### src/rtl/bt_stream_scheduler.sv
// bt_stream_scheduler
// Round-robin scheduler that shares one Bluetooth UART TX byte engine between
// NUM_SRC 16-bit sources. Each granted word is sent as a framed packet:
// header (HEADER_BASE + source id), data[15:8], data[7:0].
// Optional build macro: BT_SCHED_CHECKSUM_EN appends a 4th byte,
// header ^ data[15:8] ^ data[7:0].
//
// Ports:
//   clock, resetn   rising-edge clock, synchronous active-low reset
//   bt_state        Bluetooth link connected
//   stream_en       host streaming enable
//   src_valid       per-source word available
//   src_data        per-source word, source i at [16i+15:16i]
//   src_ack         one-cycle pulse, word captured (at most one bit high)
//   tx_byte         byte presented to UART TX, held until the next launch
//   tx_start        one-cycle launch pulse for tx_byte
//   tx_busy         UART TX busy
//   sched_state     FSM state code (IDLE=0 LOAD=1 SEND=2 WAIT_HI=3 WAIT_LO=4 NEXT=5)
//   packets_sent    completed packet count, wrapping
//   abort_flag      sticky: packet aborted by link loss
//
// All outputs are registered and reflect the state being entered, so src_ack
// is high during LOAD and tx_start/tx_byte are valid during SEND.

module bt_stream_scheduler #(
    parameter int unsigned NUM_SRC     = 4,
    parameter logic [7:0]  HEADER_BASE = 8'hA0
) (
    input  logic                   clock,
    input  logic                   resetn,
    input  logic                   bt_state,
    input  logic                   stream_en,
    input  logic [NUM_SRC-1:0]     src_valid,
    input  logic [16*NUM_SRC-1:0]  src_data,
    output logic [NUM_SRC-1:0]     src_ack,
    output logic [7:0]             tx_byte,
    output logic                   tx_start,
    input  logic                   tx_busy,
    output logic [2:0]             sched_state,
    output logic [15:0]            packets_sent,
    output logic                   abort_flag
);

    localparam int unsigned IDW = (NUM_SRC > 1) ? $clog2(NUM_SRC) : 1;
`ifdef BT_SCHED_CHECKSUM_EN
    localparam logic [1:0] LAST_IDX = 2'd3;
`else
    localparam logic [1:0] LAST_IDX = 2'd2;
`endif

    typedef enum logic [2:0] {
        IDLE    = 3'd0,
        LOAD    = 3'd1,
        SEND    = 3'd2,
        WAIT_HI = 3'd3,
        WAIT_LO = 3'd4,
        NEXT    = 3'd5
    } schedState_t;

    schedState_t          state, stateNxt;
    logic [IDW-1:0]       rrPtr, rrPtrNxt;
    logic [1:0]           byteIdx, byteIdxNxt;
    logic [15:0]          wordLatch, wordLatchNxt;
    logic [IDW-1:0]       idLatch, idLatchNxt;
    logic [NUM_SRC-1:0]   srcAckNxt;
    logic [7:0]           txByteNxt;
    logic                 txStartNxt;
    logic [15:0]          packetsNxt;
    logic                 abortNxt;

    logic                 grantFound;
    logic [IDW-1:0]       grantId;

    // First valid source at or above rrPtr, wrapping modulo NUM_SRC.
    function automatic logic [IDW:0] pickGrant(input logic [NUM_SRC-1:0] valid,
                                               input logic [IDW-1:0]     ptr);
        logic [IDW:0] res;
        int unsigned  cand;
        res = '0;
        for (int unsigned k = 0; k < NUM_SRC; k++) begin
            cand = (32'(ptr) + k) % NUM_SRC;
            if (!res[IDW] && valid[cand]) begin
                res = {1'b1, IDW'(cand)};
            end
        end
        return res;
    endfunction

    // Packet byte for a given position within the frame.
    function automatic logic [7:0] frameByte(input logic [1:0]     idx,
                                             input logic [IDW-1:0] id,
                                             input logic [15:0]    word);
        logic [7:0] header;
        header = HEADER_BASE + 8'(id);
        case (idx)
            2'd0:    return header;
            2'd1:    return word[15:8];
            2'd2:    return word[7:0];
`ifdef BT_SCHED_CHECKSUM_EN
            default: return header ^ word[15:8] ^ word[7:0];
`else
            default: return 8'h00;
`endif
        endcase
    endfunction

    always_comb begin
        {grantFound, grantId} = pickGrant(src_valid, rrPtr);
    end

    // Next-state and next-output decode.
    always_comb begin
        stateNxt     = state;
        rrPtrNxt     = rrPtr;
        byteIdxNxt   = byteIdx;
        wordLatchNxt = wordLatch;
        idLatchNxt   = idLatch;
        srcAckNxt    = '0;
        txByteNxt    = tx_byte;
        txStartNxt   = 1'b0;
        packetsNxt   = packets_sent;
        abortNxt     = abort_flag;

        case (state)
            IDLE: begin
                if (bt_state && stream_en && grantFound) begin
                    stateNxt     = LOAD;
                    idLatchNxt   = grantId;
                    wordLatchNxt = src_data[{grantId, 4'b0000} +: 16];
                    srcAckNxt    = NUM_SRC'(1) << grantId;
                    rrPtrNxt     = (32'(grantId) == NUM_SRC - 1) ? '0 : grantId + IDW'(1);
                    byteIdxNxt   = 2'd0;
                end
            end
            LOAD: begin
                stateNxt   = SEND;
                txStartNxt = 1'b1;
                txByteNxt  = frameByte(byteIdx, idLatch, wordLatch);
            end
            SEND: begin
                stateNxt = WAIT_HI;
            end
            WAIT_HI: begin
                if (tx_busy) begin
                    stateNxt = WAIT_LO;
                end
            end
            WAIT_LO: begin
                if (!tx_busy) begin
                    stateNxt = NEXT;
                end
            end
            NEXT: begin
                // The byte on the wire has completed; link loss is only acted on here.
                if (!bt_state || !stream_en) begin
                    stateNxt = IDLE;
                    if (!bt_state) begin
                        abortNxt = 1'b1;
                    end
                end else if (byteIdx == LAST_IDX) begin
                    stateNxt   = IDLE;
                    packetsNxt = packets_sent + 16'd1;
                end else begin
                    stateNxt   = SEND;
                    byteIdxNxt = byteIdx + 2'd1;
                    txStartNxt = 1'b1;
                    txByteNxt  = frameByte(byteIdx + 2'd1, idLatch, wordLatch);
                end
            end
            default: begin
                stateNxt = IDLE;
            end
        endcase

        if (!stream_en) begin
            abortNxt = 1'b0;
        end
    end

    // State and output registers.
    always_ff @(posedge clock) begin
        if (!resetn) begin
            state        <= IDLE;
            rrPtr        <= '0;
            byteIdx      <= 2'd0;
            wordLatch    <= 16'd0;
            idLatch      <= '0;
            src_ack      <= '0;
            tx_byte      <= 8'd0;
            tx_start     <= 1'b0;
            packets_sent <= 16'd0;
            abort_flag   <= 1'b0;
        end else begin
            state        <= stateNxt;
            rrPtr        <= rrPtrNxt;
            byteIdx      <= byteIdxNxt;
            wordLatch    <= wordLatchNxt;
            idLatch      <= idLatchNxt;
            src_ack      <= srcAckNxt;
            tx_byte      <= txByteNxt;
            tx_start     <= txStartNxt;
            packets_sent <= packetsNxt;
            abort_flag   <= abortNxt;
        end
    end

    assign sched_state = 3'(state);

endmodule

### config.mk
export PLATFORM = sky130hd
export DESIGN_NAME = bt_stream_scheduler
export DESIGN_NICKNAME = d
export VERILOG_FILES = /design/src/rtl/bt_stream_scheduler.sv
export SDC_FILE = /design/constraint.sdc
export NUM_CORES = 1
export LEC_CHECK = 0
export BUFFER_PORTS_ARGS = -buffer_cell sky130_fd_sc_hd__buf_2
export CAP_MARGIN = 20
export CORE_ASPECT_RATIO = 1.25
export CORE_UTILIZATION = 46
export DETAILED_ROUTE_END_ITERATION = 10
export PLACE_DENSITY = 0.87
export SLEW_MARGIN = 0
export SYNTH_ARGS = -nofsm -noshare
export SYNTH_HDL_FRONTEND = slang
export SYNTH_SLANG_ARGS = --single-unit
export TNS_END_PERCENT = 20
### constraint.sdc
create_clock -name clock -period 2.1 [get_ports clock]
set_clock_uncertainty 0.15 [all_clocks]
set_input_delay 0.21 -clock clock [delete_from_list [all_inputs] [get_ports clock]]
set_output_delay 0.21 -clock clock [all_outputs]
set_load 0.02 [all_outputs]
==> impl_metrics.py <==
metrics = {
    "status": {
        "status": "finished, final reports clean",
    },
    "timing": {
        "worst_pin_slew_ps": 657,
        "fin_crit_sh_pct": 96.9,
        "hold_viol": 0,
        "timing.fmax_mhz": 491,
        "drv_slew": 0,
        "setup_tns_ps": 0,
        "setup_violations": 0,
        "period_minus_slack_ps": 2030,
        "relSlewSlack_pct": 56.0,
        "setup_slack_ps": 65.1,
        "hold_ws_ps": 33.3,
    },
    "worst_setup_path": {
        "critical_path.endpoint": "wordLatch[13]$_SDFFE_PN0P_",
        "r2r_start": "sched_state[0]$_SDFFE_PN0P_",
        "timing.rr.end": "wordLatch[13]$_SDFFE_PN0P_",
        "regToRegSetupSlack_ps": 70,
        "start_kind": "flip-flop",
        "crit_start": "sched_state[0]$_SDFFE_PN0P_",
        "crit_family": "simple AND/OR/NAND/NOR gates",
        "critPathKind": "reg -> reg",
        "cp_slowest_stage_delay_ps": 420,
        "crit_buf_inv": 1,
        "path_cells": "nor2_1, nor4bb_4, buf_4, o211a_2, nand3_1, nand4_1",
        "worst_r2r_path_depth": 6,
        "crit_required_ps": 2220,
        "worstPathArrival_ps": 2150,
        "crit_path_max_fanout": 15,
        "cp.depth": 6,
        "cp_slowest_cell": "o211a_2",
        "end_kind": "flip-flop",
    },
    "yosys": {
        "synth-xor-area-share_pct": 3.38,
        "synth.largest_area_cell": "dfxtp_1",
        "synthMuxAreaShare_pct": 0.967,
        "synth_edf_count": 0,
        "synth-simple-area-share_pct": 32.1,
        "yosys_warnings": 0,
        "synth_flop_cell": "dfxtp_1",
        "synthArstFlopShare_pct": 0,
        "yosys-top-cells-count": "55 x dfxtp_1, 43 x nand2_1, 39 x nand3_1, 35 x nor2_1",
        "syn_inst": 403,
        "avgSynthCellArea_um2": 7.71,
        "yosys.area_share.adder_pct": 2.42,
        "ys_ff_latch": 55,
        "yosysSeqAreaShare_pct": 35.4,
        "synth_most_common_cell": "dfxtp_1",
        "synthDistinctLibCells": 51,
        "synth.area.top_cells": "dfxtp_1 35%, nand3_1 6.3%, nand2_1 5.2%",
        "synth_compound_area_share_pct": 18.6,
        "synth_fp_nets": 482,
        "synth_top_area_share_pct": 35.4,
        "syn_area_um2": 3110,
        "synth_top_family_by_area": "simple AND/OR/NAND/NOR gates",
    },
    "layout": {
        "finish.net_count": 618,
        "fillers": 517,
        "area_growth_pct": 36.5,
        "regArea_um2": 1100,
        "n_antenna_cell": 0,
        "drive_above_1_share_pct": 28.0,
        "finalNonFillerCells": 627,
        "multi_input_area_um2": 1870,
    },
    "cts": {
        "cts_tree": "done",
        "path_clk_slew_ps": 120,
        "cts_made_buffers": 5,
        "clk_latency_ps": 320,
        "cts_root_buf": "clkbuf_8",
        "htree_levels": 2,
        "cts.path.max_buffers": 2,
        "cts_sinks": 55,
    },
    "routing": {
        "avgViaCountPerCell": 5.79,
        "postRouteAntennaNets": 0,
        "firstDrtPassIters": 5,
        "drt_iter0_drc": 174,
        "drcViolationCount": 0,
        "wire_per_inst_um": 15.1,
        "drt_wl_total_um": 9490,
        "num_vias": 3633,
    },
    "floorplanning": {
        "initial_core_util_pct": 47.6,
        "die_area_um2": 7090,
        "core_region_area_um2": 6520,
        "io_pins": 106,
        "die_w_um": 75.5,
        "rows": 33,
        "die_h_um": 93.9,
    },
    "power": {
        "p_leak_nw": 1.95,
        "power_density_nw_per_um2": 547,
        "vdd_drop_max_mv": 0.346,
    },
    "global_routing": {
        "met2_usage_pct": 47.3,
        "grt_max_degree": 34,
        "grt-busiest-layer": "met2",
        "grt_use_met3_pct": 5.15,
        "grt_pass1_vias": 3298,
        "grt_pass1_wl_um": 14400,
        "use_met1_pct": 27.8,
        "grt.overflow.total": 0,
        "antenna_found_initial": 0,
        "grt_usage_pct": 26.1,
    },
    "flow_run": {
        "maxCapViolCount": 0,
    },
    "placement": {
        "pre_cts_slack_ps": -209,
        "port_buffers": 105,
        "placedCellCount": 586,
        "gp_congestion": 0.914,
        "dp_hpwl_um": 5950,
    },
    "min_path": {
        "holdCritPathClass": "in -> reg",
    },
}
worst register-to-register path, stage by stage, from the launching register on:
cell and delay (ps):
dfxtp_1 330, nor2_1 190, nor4bb_4 350, buf_4 270
o211a_2 420, nand3_1 160, nand4_1 120
how the worst min path moves through the flow:
stage | startpoint | end | slack, ps | cells after the start
5_1_grt | src_data[19] | wordLatch[3]$_SDFFE_PN0P_ | 30 | 3
6_report | src_data[20] | wordLatch[4]$_SDFFE_PN0P_ | 30 | 3
3_5_place_dp | src_data[6] | wordLatch[6]$_SDFFE_PN0P_ | 300 | 3
4_1_cts | src_data[13] | wordLatch[13]$_SDFFE_PN0P_ | 4 | 3
2_1_floorplan | resetn | sched_state[0]$_SDFFE_PN0P_ | 180 | 1
3_3_place_gp | src_data[1] | wordLatch[1]$_SDFFE_PN0P_ | 300 | 3
logic make-up after synthesis:
| kind of cell | after synthesis |
|---|---|
| buffers and inverters | 50 |
| adder cells (fa/ha/maj) | 6 |
| multiplexers | 3 |
| AND/OR/NAND/NOR | 189 |
| flip-flops | 55 |
| XOR/XNOR | 12 |
| AO/OA/AOI/OAI | 88 |
layout by cell type (no fill, tap or decap), types with 16 or more instances in the layout:
cell type,instances
buf_2,105
a31oi_1,16
dfxtp_1,53
nand4_1,18
nand3_1,38
nor3_1,18
inv_1,22
dlygate4sd3_1,29
nand2_1,43
o21ai_0,18
buf_4,21
nor2_1,35
where the power goes:
group          internal (W)  switching (W)  total (W)
clock              0.000254       0.000380   0.000634
sequential          0.00110      0.0000404    0.00114
combinational      0.000240       0.000305   0.000545
through the flow:
step                      instance area [um^2]  util, %  power, W
after CTS                                 4200     64.4   0.00230
after global placement                    3750     57.5   0.00161
after detailed placement                  3750     57.5   0.00162
after global routing                      4240     65.0   0.00242
after floorplan                           3110        -   0.00145
final                                     4240     65.0   0.00232
state kept, by name, summed over array words and instances (netlist names):
name          count
tx_start          1
rrPtr             2
sched_state       3
wordLatch        16
idLatch           2
packets_sent     16
tx_byte           8
src_ack           4
byteIdx           2
abort_flag        1
final cells by class:
| type | count | area share [%] |
|---|---|---|
| clock buffers | 5 | 1.62 |
| clock inverters | 3 | 0.797 |
| well taps | 87 | 2.57 |
| inverters | 22 | 1.95 |
| multi-input cells | 300 | 44.1 |
| flip-flops and latches | 55 | 26.0 |
| repair buffers | 155 | 23.0 |
per-layer routing:
metal  share of wire [%]  wire length, um
met4                 4.4              421
met5                   0                0
met1                  38             3580
met2                  51             4800
met3                 7.2              681
repair_timing:
| action | 4_1_cts | 5_1_grt |
|---|---|---|
| setup endpoints to repair | 19 | 26 |
| gates resized for setup | 5 | 9 |
| hold buffers | 29 | 0 |
| endpoints found under the hold margin | 17 | 0 |
| pin swaps | 0 | 2 |
| buffers inserted | 0 | 2 |
| cloned | 1 | 1 |
Power figures use the tool's default switching activity.
